`config.mk`:
```
export PLATFORM = sky130hd
export DESIGN_NAME = serial_demux_1_to_n
export DESIGN_NICKNAME = d
export VERILOG_FILES = /design/src/rtl/serial_demux_1_to_n.sv
export SDC_FILE = /design/constraint.sdc
export NUM_CORES = 1
export LEC_CHECK = 0
export CAP_MARGIN = 20
export CORE_AREA = 2 2 47 49
export DETAILED_ROUTE_END_ITERATION = 6
export DIE_AREA = 0 0 49 51
export PLACE_DENSITY = 0.84
export SLEW_MARGIN = 20
export SYNTH_ARGS = -nofsm -noshare
export SYNTH_HDL_FRONTEND = slang
export SYNTH_SLANG_ARGS = --single-unit
```
`constraint.sdc`:
```
create_clock -name clk -period 2.8 [get_ports clk]
set_clock_uncertainty 0.15 [all_clocks]
set_input_delay 0.28 -clock clk [delete_from_list [all_inputs] [get_ports clk]]
set_output_delay 0.28 -clock clk [all_outputs]
set_load 0.1 [all_outputs]
```
`src/rtl/serial_demux_1_to_n.sv`:
```
// serial_demux_1_to_n: bit-serial deserializer with a one-word skid buffer on a valid/ready output.
module serial_demux_1_to_n #(
    parameter int N = 8,
    localparam int SW = $clog2(N)
) (
    input  logic          clk,
    input  logic          rst,
    input  logic          in_bit,
    input  logic          in_valid,
    output logic          in_ready,
    input  logic          frame_clr,
    output logic [SW-1:0] sel,
    output logic [N-1:0]  out_word,
    output logic          out_valid,
    input  logic          out_ready
);
    typedef enum logic {COLLECT, HOLD} state_t;
    state_t r_state;
    state_t w_state_nxt;
    logic [N-1:0]  r_shd;
    logic [N-1:0]  r_out_word;
    logic [SW-1:0] r_sel;
    logic          r_out_valid;
    logic          w_accept;
    logic          w_drain;
    logic          w_last;
    logic          w_complete;
    assign w_accept   = in_valid && in_ready && !frame_clr;
    assign w_drain    = r_out_valid && out_ready;
    assign w_last     = r_sel == SW'(N - 1);
    assign w_complete = w_accept && w_last;
    always_ff @(posedge clk) begin
        if (rst) r_state <= COLLECT;
        else r_state <= w_state_nxt;
    end
    always_comb begin
        w_state_nxt = r_state;
        if (r_state == COLLECT) w_state_nxt = (w_complete && r_out_valid && !out_ready) ? HOLD : COLLECT;
        else w_state_nxt = w_drain ? COLLECT : HOLD;
    end
    always_comb begin
        in_ready = (r_state == COLLECT) && !rst;
    end
    always_ff @(posedge clk) begin
        if (rst) begin
            r_shd       <= '0;
            r_sel       <= '0;
            r_out_word  <= '0;
            r_out_valid <= 1'b0;
        end else begin
            if (r_state == COLLECT && frame_clr) r_sel <= '0;
            else if (w_accept) begin
                r_shd[r_sel] <= in_bit;
                r_sel        <= w_last ? '0 : r_sel + SW'(1);
            end
            if (w_complete && (!r_out_valid || w_drain)) begin
                r_out_word  <= {in_bit, r_shd[N-2:0]};
                r_out_valid <= 1'b1;
            end else if (r_state == HOLD && w_drain) r_out_word <= r_shd;
            else if (w_drain) r_out_valid <= 1'b0;
        end
    end
    assign sel       = r_sel;
    assign out_word  = r_out_word;
    assign out_valid = r_out_valid;
endmodule

```
### Word level (Yosys, flattened, before mapping)

Cells that the tools add are included.

* add/subtract/negate cells: 1
* order comparisons: 2
* equality and inequality tests: 2
* multiplexer cells: 12
* bitwise operators: 2
* reduce and logical (&&, ||, !) cells: 21

Operators by type and width (count)
* $mux 8: 2
* $logic_and 1x1->1: 11
* $bwmux 8: 1
* $mux 1: 7
* $logic_not 1->1: 4
* $lt 3x4->1 const B: 1
* $reduce_and 2->1: 2
* $reduce_bool 2->1: 2
* $add 3x1->3 const B: 1
* $demux 1 s3: 1
* $eq 3x3->1 const B: 1
* $ge 3x1->1 const B: 1
* $mux 3: 1
* $ne 2x2->1 const B: 1
* $not 1->1: 2
* $reduce_or 2->1: 1
* $logic_or 1x1->1: 1

* register bits after elaboration: 21
* bits of input ports: 6

### Longest topological paths before layout

* word-level depth: 9
* gate-level depth with buffers: 5
* mapped depth without buffers: 5

### Least setup slack after synthesis

No wires, ideal clock.

* path kind: flip-flop to flip-flop
* from: register r_sel[1] (netlist: sel[1])
* to: register r_out_word[0] (netlist: out_word[0])
* library setup time: 0.130 ns
* arrival time: 2.120 ns
* data required time: 2.520 ns
* slack: 0.400 ns
* cell stages (with the launch flop): 6
* path buffers: 0
* clock period less this slack: 2.400 ns
* path through: dfxtp_1 -> ha_1 -> ha_1 -> nor4bb_4 -> o22ai_4 -> mux2i_1

* cells in the longest elaborated chain, start to end: 4
* elaborated cells between the ends (all ways): 5
* classes of those cells: eq/ne (1); mux (1); reduce/logical (3)

RTL lines
* start: declaration: RTL line 22 `logic [SW-1:0] r_sel;`
* start signal: assignment: RTL line 54 `r_sel <= w_last ? '0 : r_sel + SW'(1);`
* $eq 3x3->1 *: RTL line 30 `assign w_last = r_sel == SW'(N - 1);`
* $logic_and 1x1->1 *: RTL line 31 `assign w_complete = w_accept && w_last;`
* $logic_and 1x1->1 *: RTL line 56 `if (w_complete && (!r_out_valid || w_drain)) begin`
* $mux 8 or $reduce_bool 2->1 (tied branches)
* end signal: assignment: RTL line 57 `r_out_word <= {in_bit, r_shd[N-2:0]};`
* end signal: assignment: RTL line 59 `end else if (r_state == HOLD && w_drain) r_out_word <= r_shd;`
* end: declaration: RTL line 21 `logic [N-1:0] r_out_word;`

Every way passes the cells marked *; elsewhere a longest branch is shown, timed or not.
A chain may end at the register's enable or synchronous reset.

### Worst setup path in the final report

* from: register r_sel[1] (netlist: sel[1])
* to: register r_out_word[6] (netlist: out_word[6])

The elaborated chain is that of the path after synthesis.

==> metrics list <==
* CTS Hold Buffers Added: 0
- Endpoint arrival time on the critical path: 1.96 ns
- Of all flip-flops after synthesis, the portion carrying an async set or reset was 0.
* Number of instances in the synthesized netlist: 97
* Number of synthesized register bits: 21
- Number of endpoints failing setup at the final stage: 0
- Kind of capture point of the worst setup path: register
- For this run, the number of Yosys warnings is 0.
- Transition at the pin with the smallest max-transition slack: 0.551 ns
* Average cell area after synthesis: 10.5 sq um
- The run finished with clean final reports.
- Clk slew on worst S/H paths: 0.13 ns
- The count of final hold-check violations is 0.
* Number of buffers created by CTS: 3
* Max-capacitance violation count: 0
- For this run, the detailed router's first-pass iteration total came to 4.
- Number of remaining DRC errors: 0
- Global router's overall resource usage: 0.167
- For this design the ratio of total power to cell area is 415 nW/um^2.
- Crit path cell chain: ha_1 > ha_1 > nor4bb_4 > o22ai_4 > mux2i_1
- During I/O placement, the number of pins put on the boundary was 19.
* Max FO, Critical Path: 11
- Number of antenna violations at the first check in global routing: 0
- IR analysis of the VDD net gives a maximum drop of 0.363 mV.
- Number of synthesized flops with an enable pin: 0
* H-tree levels: 1
* Worst hold endpoint: out_word[0]
- For this run the aggregate overflow at the end of global routing stands at 0.
- Counting instances, the worst hold path has a depth of 2.
- Relative to the synthesized area, the layout overhead comes to 18.5%.
- For this run, the register share of the synthesized area comes to 0.412.
* Diodes inserted: 0
- Multiplexer area fraction after synthesis: 0.147
* Switching power of the nets: 128 uW
- Critical path startpoint category: register
- Post-route ant nets: 0
* Die outline height: 51 um
- The first routing iteration left 9 violations.
- Cell family with the largest share of critical-path delay: flip-flops
* Fraction of the mapped netlist area in adder cells: 0.0245
- The biggest area contributor in the post-synthesis netlist is dfxtp_1.
- Largest buffer count on any clock path: 2
- For the finished layout, the period the worst path requires is 1.92 ns.
- The number of buffers and inverters on the critical path is 0.
- Unrepaired setup endpoints after global routing: false
- Dpl hpwl: 1320 um
- CTS tree: built
- Most used flip-flop cell after synthesis: dfxtp_1
- Post-CTS setup repair buffer count: 0
- Share of post-route cells with drive strength above 1: 0.200
- Cell area after technology mapping: 1020 sq um
* Wire length per cell after detailed routing: 13.0 um
* Worst setup timing slack at the placement stage: 0.619 ns
* Switching portion of total power: 0.254
* Yosys top cell area share: 0.412
- Of the total synthesized cell area, the portion taken by XOR and XNOR cells is 0.
* Main combinational cell family by area after synthesis: simple AND/OR/NAND/NOR gates
* Reg2reg end: out_word[6]
* Reg-to-reg slack, setup: 0.88 ns
* Vias in the first global route: 729
* Weighted congestion at the end of routability-driven global placement: 0.747
- The startpoint identified for the worst register-to-register timing path is sel[1].
* Vias per std cell: 5.41
- The cell sitting at the root of the clock tree is a clkbuf_4.
- Required time reported for the critical path endpoint: 2.85 ns
- Of the total synthesized cell area, the portion taken by AND, OR, NAND and NOR gates is 0.286.
* Total core area: 2060 sq um
- Chip Width: 49 um
- In this run the most critical hold path is launched from r_shd[0].
- Path category of the worst min-delay check: register to register
* Fraction of power consumed by sequential logic: 0.604
- The analysis attributes to cell leakage a power of 0.000547 uW.
- For the final routed database, the setup TNS stands at 0 ns.
* Detailed Route WL: 1860 um
- Maximum frequency from static timing analysis: 522 MHz
- The library cell used most frequently in the layout, excluding fill and tap cells, is dfxtp_1.
* Largest net degree at the start of global routing: 15
- Top area cells in the synthesized netlist: dfxtp_1 (41%), mux2i_1 (15%), nand2b_1 (9.2%), buf_6 (3.3%), nor2_1 (2.6%)
* Commonest cells after routing, fill and taps aside: dfxtp_1 (21), nand2b_1 (15), mux2i_1 (15)
* Nets: 124
* Number of slew-limit violations in the final report: 0
- Part of the total power dissipated in combinational logic: 0.099
- When the netlist entered floorplanning its net count stood at 105.
- Of the total power, the clock network draws 0.298.
- Worst path setup slack after routing: 0.884 ns
- Headroom to the max-slew limit: 0.631
* Critical path start-end classification: register to register
- The cell that appears most often on the critical path is ha_1.
* Count of input and output buffers: 18
* First-pass GRT wire length: 3190 um
- Cts repair resizes: 0
* Cell Rows: 17
* Clock network latency to the later pin of the worst-skew pair: 0.31 ns
- Number of library cell types mapped by synthesis: 29
* Max incr delay on CP: 0.54 ns
- Measured in cells, the most critical reg-to-reg path has a length of 5.
* Internal Dissipation: 374 uW
- Fraction of the mapped netlist area in compound gates: 0.0833
- Dividing the final minimum period by the clock period gives 0.684.
- The die covers 2500 sq um.
* Via count: 774
- For this design, the slowest cell found on the critical path is dfxtp_1.
- The clock net in this run drives a total of 21 sinks.
- The initial utilization of the core area, before any placement, comes to 0.495.
-- worst max-delay path by stage --
stage / start / endpoint / slack, ns / cells after the start
2_1_floorplan: sel[1] / out_word[0] / 0.40 / 5
3_3_place_gp: rst / r_shd[5] / 0.68 / 4
3_5_place_dp: rst / r_shd[5] / 0.62 / 4
4_1_cts: sel[1] / out_word[6] / 0.87 / 5
5_1_grt: sel[1] / out_word[6] / 0.73 / 5
6_report: sel[1] / out_word[6] / 0.88 / 5
-- cell families after synthesis --
logic type / Yosys count
AOI/OAI and AO/OA: 10
adders and majority gates: 2
buffers and inverters: 7
DFF: 21
muxes: 15
and+or+nand+nor: 42
-- worst min-delay path, stage by stage, from the launching register on --
cell and delay [ns]:
dfxtp_1 0.32, nand2b_1 0.08, mux2i_1 0.06
-- layout make-up --
| class | instances | area, sq um |
|---|---|---|
| clock buffer | 3 | 22.5 |
| clock inverter | 1 | 5.00 |
| fill | 201 | 853 |
| inverter | 2 | 7.51 |
| multi-input combinational | 69 | 552 |
| sequential | 21 | 420 |
| tap | 28 | 35.0 |
| timing repair buffer | 19 | 168 |
-- layer usage --
layer	routed length, um	track usage	share of wire
met2	857	0.260	0.46
met5	0	0	0
met4	23	0.0952	0.012
met3	57	0.0322	0.031
met1	919	0.218	0.49
-- cell usage after synthesis (all sizes together), types with 2 or more instances --
cell type  count
dfxtp         21
mux2i         15
nand2b        15
nor2           7
a22oi          3
buf            3
nand3          3
nand3b         3
nor2b          3
clkbuf         2
ha             2
inv            2
nand4b         2
-- through the flow --
step / cells / area, sq um / util / hold slack (ns) / power, uW
CTS: 143 / 1210 / 0.586 / 0.332 / 503
floorplan: 97 / 1020 / - / 0.303 / 342
global route: 143 / 1210 / 0.586 / 0.348 / 523
global placement: 139 / 1180 / 0.573 / 0.311 / 358
finish: 143 / 1210 / 0.586 / 0.330 / 502
detailed placement: 139 / 1180 / 0.573 / 0.316 / 359
-- power by group through the flow --
| stage | clock, uW | sequential [uW] | combinational [uW] |
|---|---|---|---|
| detailed placement | 0 | 309 | 49.5 |
| finish | 149 | 303 | 49.4 |
| floorplan | 0 | 315 | 26.1 |
| global placement | 0 | 309 | 48.8 |
| global route | 167 | 303 | 52.6 |
| CTS | 151 | 303 | 49.5 |
-- registers in the layout, indices dropped and copies added (netlist names) --
register and count:
r_shd 8, sel 3, out_word 8, r_state 1
out_valid 1
No activity file was read; power rests on OpenSTA's default activity.
